--- config.mk ---
export PLATFORM = sky130hd
export DESIGN_NAME = wb_arbiter
export DESIGN_NICKNAME = d
export VERILOG_FILES = /design/src/rtl/wb_arbiter.sv
export SDC_FILE = /design/constraint.sdc
export NUM_CORES = 1
export LEC_CHECK = 0
export CAP_MARGIN = 0
export CORE_MARGIN = 4
export CORE_UTILIZATION = 35
export CTS_BUF_LIST = sky130_fd_sc_hd__clkbuf_4 sky130_fd_sc_hd__clkbuf_8 sky130_fd_sc_hd__clkbuf_16
export DETAILED_ROUTE_END_ITERATION = 7
export DONT_BUFFER_PORTS = 1
export PLACE_DENSITY_LB_ADDON = 0.25
export SYNTH_ARGS = -nofsm -noshare
export SYNTH_HDL_FRONTEND = slang
export SYNTH_SLANG_ARGS = --single-unit
--- constraint.sdc ---
create_clock -name clk -period 3.8 [get_ports clk]
set_input_delay 1.14 -clock clk [delete_from_list [all_inputs] [get_ports clk]]
set_output_delay 1.14 -clock clk [all_outputs]
set_load 0.02 [all_outputs]
--- src/rtl/wb_arbiter.sv ---
// wb_arbiter
//   Register-file write-port arbiter between the pipeline WB stage and a
//   long-latency unit (mul/div). Long-latency results are buffered in a
//   2-entry in-order FIFO and written when the pipeline leaves the port idle.
//   If the FIFO head waits too long, the pipeline is stalled and the FIFO is
//   drained.
//
// Ports
//   clk, rst                      clock, asynchronous active-high reset
//   pipe_we/pipe_rd/pipe_data     pipeline WB write request
//   llu_valid/llu_rd/llu_data     long-latency result offer
//   llu_ready                     result accepted when valid && ready at an edge
//   rf_we/rf_rd/rf_wdata          register-file write port (combinational)
//   pipe_stall                    registered; holds IF..WB while high
//
// State | Meaning
// ------+-----------------------------------------------------------------
// NORMAL| pipeline has priority; FIFO head written on idle cycles
// DRAIN | pipeline stalled; FIFO head written every cycle until empty
module wb_arbiter #(
  parameter int unsigned STARVE_LIMIT = 4
) (
  input  logic        clk,
  input  logic        rst,
  input  logic        pipe_we,
  input  logic [4:0]  pipe_rd,
  input  logic [31:0] pipe_data,
  input  logic        llu_valid,
  input  logic [4:0]  llu_rd,
  input  logic [31:0] llu_data,
  output logic        llu_ready,
  output logic        rf_we,
  output logic [4:0]  rf_rd,
  output logic [31:0] rf_wdata,
  output logic        pipe_stall
);

  localparam logic [3:0] AGE_LIMIT = 4'(STARVE_LIMIT - 1);

  typedef enum logic {
    NORMAL = 1'b0,
    DRAIN  = 1'b1
  } state_t;

  state_t      state_q, state_d;
  logic [1:0]  count_q, count_d;
  logic        wr_ptr_q, wr_ptr_d;
  logic        rd_ptr_q, rd_ptr_d;
  logic [4:0]  rd_mem_q [2];
  logic [4:0]  rd_mem_d [2];
  logic [31:0] data_mem_q [2];
  logic [31:0] data_mem_d [2];
  logic [3:0]  age_q, age_d;

  logic fifo_empty;
  logic push;
  logic pop;
  logic pipe_elig;
  logic grant_pipe;
  logic grant_fifo;
  logic starve;

  assign pipe_stall = (state_q == DRAIN);

  always_comb begin
    fifo_empty = (count_q == 2'd0);
    // A pop in the same cycle does not free a slot, so ready depends only on
    // the registered count.
    llu_ready  = (count_q != 2'd2) && !rst;
    // x0 results are handshaken but never stored.
    push       = llu_valid && llu_ready && (llu_rd != 5'd0);
    pipe_elig  = pipe_we && (pipe_rd != 5'd0) && !pipe_stall && !rst;

    grant_pipe = 1'b0;
    grant_fifo = 1'b0;
    if (!rst) begin
      case (state_q)
        NORMAL: begin
          if (pipe_elig) grant_pipe = 1'b1;
          else           grant_fifo = !fifo_empty;
        end
        DRAIN:   grant_fifo = !fifo_empty;
        default: grant_fifo = 1'b0;
      endcase
    end
    pop = grant_fifo;

    rf_we    = 1'b0;
    rf_rd    = 5'd0;
    rf_wdata = 32'd0;
    if (grant_pipe) begin
      rf_we    = 1'b1;
      rf_rd    = pipe_rd;
      rf_wdata = pipe_data;
    end else if (grant_fifo) begin
      rf_we    = 1'b1;
      rf_rd    = rd_mem_q[rd_ptr_q];
      rf_wdata = data_mem_q[rd_ptr_q];
    end

    rd_mem_d   = rd_mem_q;
    data_mem_d = data_mem_q;
    wr_ptr_d   = wr_ptr_q;
    rd_ptr_d   = rd_ptr_q;
    if (push) begin
      rd_mem_d[wr_ptr_q]   = llu_rd;
      data_mem_d[wr_ptr_q] = llu_data;
      wr_ptr_d             = ~wr_ptr_q;
    end
    if (pop) rd_ptr_d = ~rd_ptr_q;

    count_d = count_q;
    case ({push, pop})
      2'b10:   count_d = count_q + 2'd1;
      2'b01:   count_d = count_q - 2'd1;
      default: count_d = count_q;
    endcase

    // Age tracks how long the current head has been passed over.
    if (fifo_empty || pop)    age_d = 4'd0;
    else if (age_q != 4'hF)   age_d = age_q + 4'd1;
    else                      age_d = age_q;

    starve = !fifo_empty && !grant_fifo && (age_q == AGE_LIMIT);

    state_d = state_q;
    case (state_q)
      NORMAL:  if (starve) state_d = DRAIN;
      // A push on the final pop leaves a new head, so keep draining.
      DRAIN:   if (pop && (count_q == 2'd1) && !push) state_d = NORMAL;
      default: state_d = NORMAL;
    endcase
  end

  always_ff @(posedge clk or posedge rst) begin
    if (rst) begin
      state_q    <= NORMAL;
      count_q    <= 2'd0;
      wr_ptr_q   <= 1'b0;
      rd_ptr_q   <= 1'b0;
      rd_mem_q   <= '{default: '0};
      data_mem_q <= '{default: '0};
      age_q      <= 4'd0;
    end else begin
      state_q    <= state_d;
      count_q    <= count_d;
      wr_ptr_q   <= wr_ptr_d;
      rd_ptr_q   <= rd_ptr_d;
      rd_mem_q   <= rd_mem_d;
      data_mem_q <= data_mem_d;
      age_q      <= age_d;
    end
  end

endmodule

==> summary.md <==
| Metric | Value |
|---|---|
| Run status | complete, no violations |
| Internal power | 2900 uW |
| Die Area | 0.0138 mm^2 |
| TritonCTS buffer count | 9 |
| H-tree depth | 3 |
| Clk sink count | 83 |
| Post-synth top area cell | dfrtp_1 |
| # fillers | roughly 1,100 |
| Worst Hold Class | flip-flop to flip-flop |
| Mapped Cells | ~330 |
| Area grow syn2layout | 18.6% |
| Combinational power share | 40.5% |
| Hold depth | 1 |
| Initial Util | 36.3% |
| Mean post-synth cell area | 12.7 um^2 |
| DIE HEIGHT | 118 um |
| GPL Wtd Cong | 0.683 |
| Crit path time final | 3510 ps |
| Clk Latency, worst-skew pair | 330 ps |
| Post-CTS sizing | 0 |
| Worst path slowest cell | nor4_1 |
| Site Rows | 39 |
| GR Util met2 | 23.1% |
| Sw frac | 33.1% |
| Hold Fails Final Rpt | 0 |
| Slew HR | 37.5% |
| Met1 usage | 16.7% |
| Critical path's top delay family | simple AND/OR/NAND/NOR gates |
| Syn nets | 414 |
| Worst setup SP type | input port |
| Sequential cell area fraction in the yosys report | 49.3% |
| Seq pwr share | 37.2% |
| Clock slew at reported path FFs | roughly 60 ps |
| Leakage power | between 0.002 and 0.0025 uW |
| Setup bufs post-CTS | 0 |
| CP Capture Type | output pin |
| Crit path buffers/inverters | 2 |
| Max incr delay on CP | 470 ps |
| R2R Setup Slk | 1330 ps |
| GR Util met3 | 6.39% |
| Die W | 118 um |
| Final setup TNS | 0 ps |
| Ys async rst share | 100% |
| Crit path DAT | ~2400 ps |
| Unrepaired setup endpoints after global routing | no |
| Ys Warns | 0 |
| Drt wl/cell | 18.1 um |
| Busiest grt layer | met2 |
| Slew @ Worst Pin | 938 ps |
| Hold Slack | approximately 490 ps |
| Layout cells sized above 1 | 38.2% |
| CTS tree | built |
| GRT Overall Usage | between 10% and 20% |
| Max Clk Rate | roughly 290 MHz |
| Worst Hold End | data_mem_q[14] |
| Port Buffer Count | 0 |
| R2r worst-path depth | 8 |
| Clock root buffer | clkbuf_16 |
| Clk pwr share | 22.3% |
| Worst vdd ir | 0.000354 V |
| Synth unique cells | 35 |
| WP depth | 5 |
| Yosys top cell area share | 49.3% |
| PwrDens | about 870 mW/mm^2 |
| Required @ worst endpoint | between 2000 and 3000 ps |
| Top cells by count, synth | dfrtp_1, mux2_2, o21ai_0 |
| Max Cap Viol | 0 |
| Final setup viols | 0 |
| Most frequent cell after synthesis | dfrtp_1 |
| Top_reg_cell synth | dfrtp_1 |
| Most Frequent Cell on Critical Path | buf_4 |
| Fin util | a little over two fifths |
| HP Start | data_mem_q[14] |
| Initial antenna violation count | 1 |
| Detailed Route WL | 9430 um |
| Fin nets | ~460 |
| Post-Syn Area | 0.00421 mm^2 |
| DR vias | 2,645 |
| Hold buffer count at cts | 0 |
| Final Slew Violations | 0 |
| Crit path cell chain | nor4_1, a2bb2oi_4, buf_4, o21ai_0, buf_4 |
| Iteration count of the initial detailed-routing pass | 3 |
| Synth Register Bits | 83 |
| WS Path Type | input port to output pin |
| Top post-synthesis cells by area | dfrtp_1, mux2_2, mux2_4 |
| Startpoint of the lowest-slack register-to-register path | count_q[0] |
| Std-Cell Core Area | 0.0116 mm^2 |
| Grt ovf | 0 |
| Largest net degree at the start of global routing | 44 |
| DR iter-0 viols | 98 |
| Crit Reg-Reg Endpoint | data_mem_q[32] |
| Layout Skew | 9.61 ps |
| Via-to-Cell Ratio | 5.08 |
| NetSw | 1440 uW |
| CP max FO | 21 |
| ANT nets after route | 0 |
| Dpl hpwl | roughly 6400 um |
| IO Pins | 118 |
| DRC errors left | 0 |
| CTS Buffer Depth | 2 |
| First-pass GRT wire length | 15,600 um |
| Post-synth EDFFs | 0 |
| Crit share post-route | 92.3% |
| Vias in the first global route | 2,943 |
## routing by layer
layer  share of wire, %  vias to the layer above
met3                8.6                        6
li1                   -                     1255
met4               0.85                        0
met1                 42                     1306
met5                  0                        -
met2                 49                       78
## registers in the layout, indices dropped and copies added (netlist names)
register / cells
age_q: 4
count_q: 2
rd_ptr_q: 1
data_mem_q: 64
rd_mem_q: 10
pipe_stall: 1
wr_ptr_q: 1
## kinds of logic after synthesis
kind of cell	Yosys count	synth area share [%]
xor+xnor	5	1.04
flops	83	49.3
mux	112	31.5
compound gates	46	6.15
fa+ha+maj	5	1.49
simple gates	57	6.54
buf+inv	23	3.95
## stage by stage
step	instances	worst slack, ps	power [uW]	area [um^2]
6_report	521	293	4340	4990
5_1_grt	521	199	4640	4990
4_1_cts	520	267	4410	4990
3_5_place_dp	504	265	3420	4660
3_3_place_gp	504	359	3370	4660
2_1_floorplan	331	240	2890	4210
## power by group through the flow
stage | Sequential (uW) | Clock [uW] | Combinational (uW)
5_1_grt | 1680 | 1040 | 1920
3_5_place_dp | 1630 | 0 | 1790
2_1_floorplan | 1520 | 0 | 1370
6_report | 1620 | 967 | 1760
3_3_place_gp | 1610 | 0 | 1760
4_1_cts | 1620 | 997 | 1800
## worst max path at each step
stage               startpoint      endpoint  slack [ps]
finish                     rst      rf_rd[0]         290
global route               rst  rf_wdata[15]         200
CTS                        rst      rf_rd[0]         270
detailed placement         rst      rf_rd[0]         270
global placement           rst  rf_wdata[26]         360
floorplan                  rst   rf_wdata[0]         240
## layout by cell type, fill, tap and decap left out, types with 2 or more instances in the layout
cell	n
dfrtp_1	82
buf_4	45
mux2_2	40
o21ai_0	40
mux2i_1	38
nand2_1	38
mux2_4	30
clkbuf_16	9
nor2_1	5
xnor2_1	5
ha_1	5
inv_1	4
mux2_1	4
clkinv_4	3
nor3_1	2
nand3_1	2
bufinv_16	2
buf_12	2
## cell type report
type | instances | area [um^2] | area share, %
tap | 143 | 179 | 3.58
antenna | 1 | 2.50 | 0.0501
clock buffer | 11 | 246 | 4.93
inverter | 6 | 28.8 | 0.576
timing repair buffer | 47 | 378 | 7.57
clock inverter | 5 | 86.3 | 1.73
multi-input combinational | 225 | 2000 | 40.0
sequential | 83 | 2080 | 41.6
No activity file was read; power rests on OpenSTA's default activity.
